==> config.mk <==
export PLATFORM = sky130hd
export DESIGN_NAME = program_loader
export DESIGN_NICKNAME = d
export VERILOG_FILES = /design/src/rtl/program_loader.sv
export SDC_FILE = /design/constraint.sdc
export NUM_CORES = 1
export LEC_CHECK = 0
export CAP_MARGIN = 0
export CORE_MARGIN = 3
export CORE_UTILIZATION = 45
export CTS_BUF_LIST = sky130_fd_sc_hd__clkbuf_16
export DETAILED_ROUTE_END_ITERATION = 8
export PLACE_DENSITY = 0.9
export SLEW_MARGIN = 20
export SYNTH_ARGS = -nofsm -noshare
export SYNTH_HDL_FRONTEND = slang
export SYNTH_SLANG_ARGS = --single-unit
export TNS_END_PERCENT = 20
==> constraint.sdc <==
create_clock -name clk -period 3.2 [get_ports clk]
set_clock_uncertainty 0.15 [all_clocks]
set_input_delay 0.96 -clock clk [delete_from_list [all_inputs] [get_ports clk]]
set_output_delay 0.96 -clock clk [all_outputs]
set_load 0.02 [all_outputs]
==> src/rtl/program_loader.sv <==
// Byte-serial host loader for the cpu: bulk write/readback of the external
// instruction and data memory ports, plus run/halt control of cpu_enable.
module program_loader #(
  parameter int IMEM_DEPTH = 512,
  parameter int DMEM_DEPTH = 1024
) (
  input  logic        clk,
  input  logic        arst_n,
  input  logic        in_valid,
  input  logic [7:0]  in_data,
  output logic        in_ready,
  output logic        out_valid,
  output logic [7:0]  out_data,
  input  logic        out_ready,
  output logic        cpu_enable,
  output logic        busy,
  output logic        error,
  output logic [31:0] addr_ext,
  output logic        wen_ext,
  output logic        ren_ext,
  output logic [31:0] wdata_ext,
  input  logic [31:0] rdata_ext,
  output logic [31:0] addr_ext_2,
  output logic        wen_ext_2,
  output logic        ren_ext_2,
  output logic [31:0] wdata_ext_2,
  input  logic [31:0] rdata_ext_2
);

  typedef enum logic [2:0] {
    S_IDLE, S_CNT_HI, S_CNT_LO, S_WR_BYTE, S_WR_WORD, S_RD_REQ, S_RD_WAIT, S_RD_SEND
  } state_e;

  state_e      state_q, state_d;
  logic [15:0] cnt_q, cnt_d;
  logic [15:0] idx_q, idx_d;
  logic [1:0]  bcnt_q, bcnt_d;
  logic [31:0] word_q, word_d;
  logic        dmem_q, dmem_d;
  logic        rd_q, rd_d;
  logic        supp_q, supp_d;   // out-of-bounds write: drain bytes, no strobes
  logic        cpu_en_q, cpu_en_d;
  logic        err_q, err_d;

  logic        in_fire, out_fire, last_word, wr_act, rd_act;
  logic [15:0] n_full, idx_inc;
  logic [16:0] depth;
  logic [31:0] mem_addr;

  always_ff @(posedge clk or negedge arst_n) begin
    if (!arst_n) begin
      state_q  <= S_IDLE;
      cnt_q    <= '0;
      idx_q    <= '0;
      bcnt_q   <= '0;
      word_q   <= '0;
      dmem_q   <= 1'b0;
      rd_q     <= 1'b0;
      supp_q   <= 1'b0;
      cpu_en_q <= 1'b0;
      err_q    <= 1'b0;
    end else begin
      state_q  <= state_d;
      cnt_q    <= cnt_d;
      idx_q    <= idx_d;
      bcnt_q   <= bcnt_d;
      word_q   <= word_d;
      dmem_q   <= dmem_d;
      rd_q     <= rd_d;
      supp_q   <= supp_d;
      cpu_en_q <= cpu_en_d;
      err_q    <= err_d;
    end
  end

  always_comb begin
    in_ready  = (state_q == S_IDLE) || (state_q == S_CNT_HI) ||
                (state_q == S_CNT_LO) || (state_q == S_WR_BYTE);
    in_fire   = in_valid && in_ready;
    out_valid = (state_q == S_RD_SEND);
    out_fire  = out_valid && out_ready;
    // CNT_HI parks the high count byte in cnt_q[7:0]
    n_full    = {cnt_q[7:0], in_data};
    depth     = dmem_q ? 17'(DMEM_DEPTH) : 17'(IMEM_DEPTH);
    idx_inc   = idx_q + 16'd1;
    last_word = (idx_inc == cnt_q);
    case (bcnt_q)
      2'd0:    out_data = word_q[31:24];
      2'd1:    out_data = word_q[23:16];
      2'd2:    out_data = word_q[15:8];
      default: out_data = word_q[7:0];
    endcase
  end

  always_comb begin
    state_d  = state_q;
    cnt_d    = cnt_q;
    idx_d    = idx_q;
    bcnt_d   = bcnt_q;
    word_d   = word_q;
    dmem_d   = dmem_q;
    rd_d     = rd_q;
    supp_d   = supp_q;
    cpu_en_d = cpu_en_q;
    err_d    = err_q;
    case (state_q)
      S_IDLE: begin
        if (in_fire) begin
          case (in_data)
            8'h01, 8'h02, 8'h03, 8'h04: begin
              if (cpu_en_q) begin
                err_d = 1'b1;
              end else begin
                state_d = S_CNT_HI;
                dmem_d  = (in_data == 8'h02) || (in_data == 8'h04);
                rd_d    = (in_data == 8'h03) || (in_data == 8'h04);
              end
            end
            8'h10:   cpu_en_d = 1'b1;
            8'h11:   cpu_en_d = 1'b0;
            8'h20:   err_d    = 1'b0;
            default: err_d    = 1'b1;
          endcase
        end
      end
      S_CNT_HI: begin
        if (in_fire) begin
          cnt_d   = {8'h00, in_data};
          state_d = S_CNT_LO;
        end
      end
      S_CNT_LO: begin
        if (in_fire) begin
          cnt_d  = n_full;
          idx_d  = '0;
          bcnt_d = '0;
          supp_d = 1'b0;
          if (n_full == 16'd0) begin
            state_d = S_IDLE;
          end else if ({1'b0, n_full} > depth) begin
            err_d = 1'b1;
            if (rd_q) begin
              state_d = S_IDLE;
            end else begin
              supp_d  = 1'b1;
              state_d = S_WR_BYTE;
            end
          end else begin
            state_d = rd_q ? S_RD_REQ : S_WR_BYTE;
          end
        end
      end
      S_WR_BYTE: begin
        if (in_fire) begin
          word_d = {word_q[23:0], in_data};
          bcnt_d = bcnt_q + 2'd1;
          if (bcnt_q == 2'd3) state_d = S_WR_WORD;
        end
      end
      S_WR_WORD: begin
        idx_d   = idx_inc;
        state_d = last_word ? S_IDLE : S_WR_BYTE;
      end
      S_RD_REQ: state_d = S_RD_WAIT;
      S_RD_WAIT: begin
        word_d  = dmem_q ? rdata_ext_2 : rdata_ext;
        bcnt_d  = '0;
        state_d = S_RD_SEND;
      end
      S_RD_SEND: begin
        if (out_fire) begin
          bcnt_d = bcnt_q + 2'd1;
          if (bcnt_q == 2'd3) begin
            idx_d   = idx_inc;
            state_d = last_word ? S_IDLE : S_RD_REQ;
          end
        end
      end
      default: state_d = S_IDLE;
    endcase
  end

  // Memory strobes come straight from state so a reset drops them at once.
  always_comb begin
    wr_act      = (state_q == S_WR_WORD) && !supp_q;
    rd_act      = (state_q == S_RD_REQ);
    mem_addr    = {14'd0, idx_q, 2'b00};
    wen_ext     = wr_act && !dmem_q;
    wen_ext_2   = wr_act && dmem_q;
    ren_ext     = rd_act && !dmem_q;
    ren_ext_2   = rd_act && dmem_q;
    addr_ext    = (wen_ext || ren_ext) ? mem_addr : '0;
    addr_ext_2  = (wen_ext_2 || ren_ext_2) ? mem_addr : '0;
    wdata_ext   = wen_ext ? word_q : '0;
    wdata_ext_2 = wen_ext_2 ? word_q : '0;
    cpu_enable  = cpu_en_q;
    error       = err_q;
    busy        = (state_q != S_IDLE);
  end

endmodule

==> reports/metrics.cfg <==
[cts]
htreeDepth = 3
ctsHoldBuffers = 0
clkLatencyLatePin_ns = 0.34
clkSlewWorstSetupHoldPaths_ns = 0.06
cts.sinks = 74
clockBufferDepth = 2
cts-root-buf = clkbuf_16
cts_tree = built
numCtsBuffers = 9

[placed_design]
dp.cells = 974
portBuffers = 188
pre_cts_ws_ns = -0.102
placed_area_sq_mm = 0.00752
gp_congestion = 0.918
dp_hpwl_microns = 13200

[pwr]
seqPwrFrac = 0.343
switching_power_mw = 2.20
power.internal_mw = 2.86
clockPowerShare = 0.191
p_leak_nw = 3.77
p_per_area_mw_per_mm2 = 657
power_frac_comb = 0.466
p_sw_frac = 0.434
ir_drop_mv = 0.349

[floorplan]
io_pins = 221
die_area_sq_mm = 0.0136
core_sq_mm = 0.0117
dieWidth_microns = 117
chipHeight_microns = 117
fp-row-count = 39
start_util = 0.471

[synth]
synthCells = 666
yosysSeqAreaShare = 0.335
synth_warnings = 0
syn_avg_cell_area_sq_um = 8.29
syn_area_sq_mm = 0.00552
async_flop_share = 1.00
yosys_most_used_dff = dfrtp_1
synth_edf_count = 0
ys_types = 53
synth-seq-cells = 74

[flow_run]
maxCapViolCount = 0

[worst_setup_path]
critPathKind = reg -> out
reg2reg_depth = 7
start_kind = register
worst_path_max_delay_cell = dfrtp_1
r2r-end = state_q[1]
max_stage_delay_ns = 0.35
r2r_start = idx_q[2]
critPathCaptureType = primary output
critical_path_arrival_ns = 2.09
crit_chain = clkinv_1, nor4_4, and2_2, or2_2, buf_4, and2_1, clkdlybuf4s15_2
r2r_slack_ns = 0.48
required_ns = 2.09
crit_fanout = 8

[global_routing]
grt_pass1_vias = 5530
grt_max_degree = 61
antenna_found_initial = 0
globalRouteTotalUtil = 0.270
grt_pass1_wl_microns = 28900
overflow = 0

[worst_hold_path]
hp-class = in -> async

[timing]
period_needed_ns = 3.20
rsz0062_at_grt = true
worstMarginPinSlew_ns = 0.641
setup_slack_ns = -0.00165
drv_slew = 0
period_share = 1.00
hold_violations = 0
setup_viol = 1
fmax_mhz = 312
relSlewSlack = 0.573
tns_ns = -0.00165

[finish]
drive_gt1_frac = 0.113
fin_util = 0.658
final_cells = 992
area_growth_pct = 39.6
fin_area_sq_mm = 0.00771
nNetsFinal = 927
antenna_cells = 0

[drt]
routed_wl_microns = 18400
via_count = 5779
drt_iter0_drc = 597
routed_via_density = 5.83
firstDrtPassIters = 8
wl_per_cell_microns = 18.5
drc = 0
ant_nets = 0

[outcome]
violations = negative setup slack
status = finished, violations left

-- sequential cells by signal, summed over array words and instances (netlist names) --
signal      cells
cnt_q          16
error           1
cpu_enable      1
rd_q            1
dmem_q          1
idx_q          16
state_q         3
word_q         32
supp_q          1
bcnt_q          2
-- cell type report --
| class | instances | area (sq um) |
|---|---|---|
| fill | 955 | 4010 |
| clock buffer | 9 | 225 |
| multi-input combinational | 520 | 3320 |
| tap | 143 | 179 |
| clock inverter | 7 | 53.8 |
| timing repair buffer | 222 | 2010 |
| sequential | 74 | 1850 |
| inverter | 17 | 63.8 |
-- worst max-delay path, delay by kind of cell (launching register included) --
kind,cells,cell delay (ns)
flip-flops,1,0.35
buffers and inverters,3,0.50
AND/OR/NAND/NOR,4,0.91
-- cells by family after synthesis --
kind of cell / synth area share
mux: 0.0780
xor+xnor: 0.0428
buf+inv: 0.0956
fa+ha+maj: 0.0159
simple gates: 0.274
flops: 0.335
compound gates: 0.157
other cells: 0.000679
-- power groups by stage --
stage	logic, mW	registers [mW]	clock network [mW]
after floorplan	1.54	1.51	0
final	2.36	1.74	0.967
after detailed placement	2.29	1.72	0
after global routing	2.56	1.77	1.01
after global placement	2.23	1.70	0
after CTS	2.30	1.71	0.964
-- repair_timing --
action                                  CTS  global route
buffers inserted                          1             0
endpoints found under the setup margin  103            83
gates cloned                              1             0
resized for setup                       107            96
hold endpoints to repair                  0             0
-- Yosys cell counts, types with 3 or more instances --
library cell	instances	area share
a21oi_1	11	0.010
a221o_1	32	0.058
a222oi_1	8	0.015
a31oi_1	3	0.0034
and2_1	18	0.020
and3_1	66	0.075
buf_1	3	0.0020
buf_2	10	0.0091
buf_4	33	0.045
clkbuf_1	40	0.027
dfrtp_1	74	0.34
ha_1	7	0.016
inv_1	16	0.011
mux2i_1	43	0.078
nand2_1	75	0.051
nand3_1	18	0.016
nand4_1	5	0.0057
nor2_1	65	0.044
nor2b_1	18	0.020
nor3_1	9	0.0082
nor4_1	5	0.0057
o211ai_1	4	0.0054
o21ai_0	36	0.033
o31ai_1	5	0.0068
o41ai_1	3	0.0048
xnor2_1	19	0.030
xor2_1	8	0.013
-- placed cells by master, fill, tap and decap left out, types with 18 or more instances in the layout --
| cell | instances |
|---|---|
| mux2i_1 | 43 |
| conb_1 | 32 |
| inv_1 | 18 |
| buf_4 | 32 |
| dfrtp_1 | 73 |
| clkdlybuf4s15_1 | 39 |
| a221o_1 | 32 |
| nand2_1 | 74 |
| nor2b_1 | 18 |
| nand3_1 | 18 |
| clkbuf_2 | 24 |
| o21ai_0 | 36 |
| xnor2_1 | 19 |
| and3_1 | 66 |
| clkdlybuf4s50_1 | 83 |
| nor2_1 | 64 |
| dlygate4sd2_1 | 34 |
-- layer usage --
layer  track usage  up-vias  share of wire
li1              -     2669              -
met1         0.348     2742           0.39
met2         0.442      326           0.49
met3        0.0560       42          0.091
met4         0.112        0          0.029
met5             0        -              0
-- metrics by stage --
step,hold slack [ns],total power [mW]
3_5_place_dp,0.332,4.01
3_3_place_gp,0.326,3.92
2_1_floorplan,0.308,3.05
5_1_grt,0.258,5.33
4_1_cts,0.258,4.97
6_report,0.255,5.06
-- worst max path at each step --
| stage | end | start | slack, ns | cells past startpoint |
|---|---|---|---|---|
| floorplan | addr_ext[10] | state_q[2] | 0.10 | 6 |
| global placement | error | in_data[7] | -0.05 | 8 |
| detailed placement | error | in_data[7] | -0.10 | 8 |
| CTS | out_data[4] | bcnt_q[0] | -0.17 | 5 |
| global route | addr_ext[17] | state_q[2] | -0.07 | 7 |
| finish | addr_ext[17] | state_q[2] | -0.002 | 7 |
(Power assumes the default switching activity.)
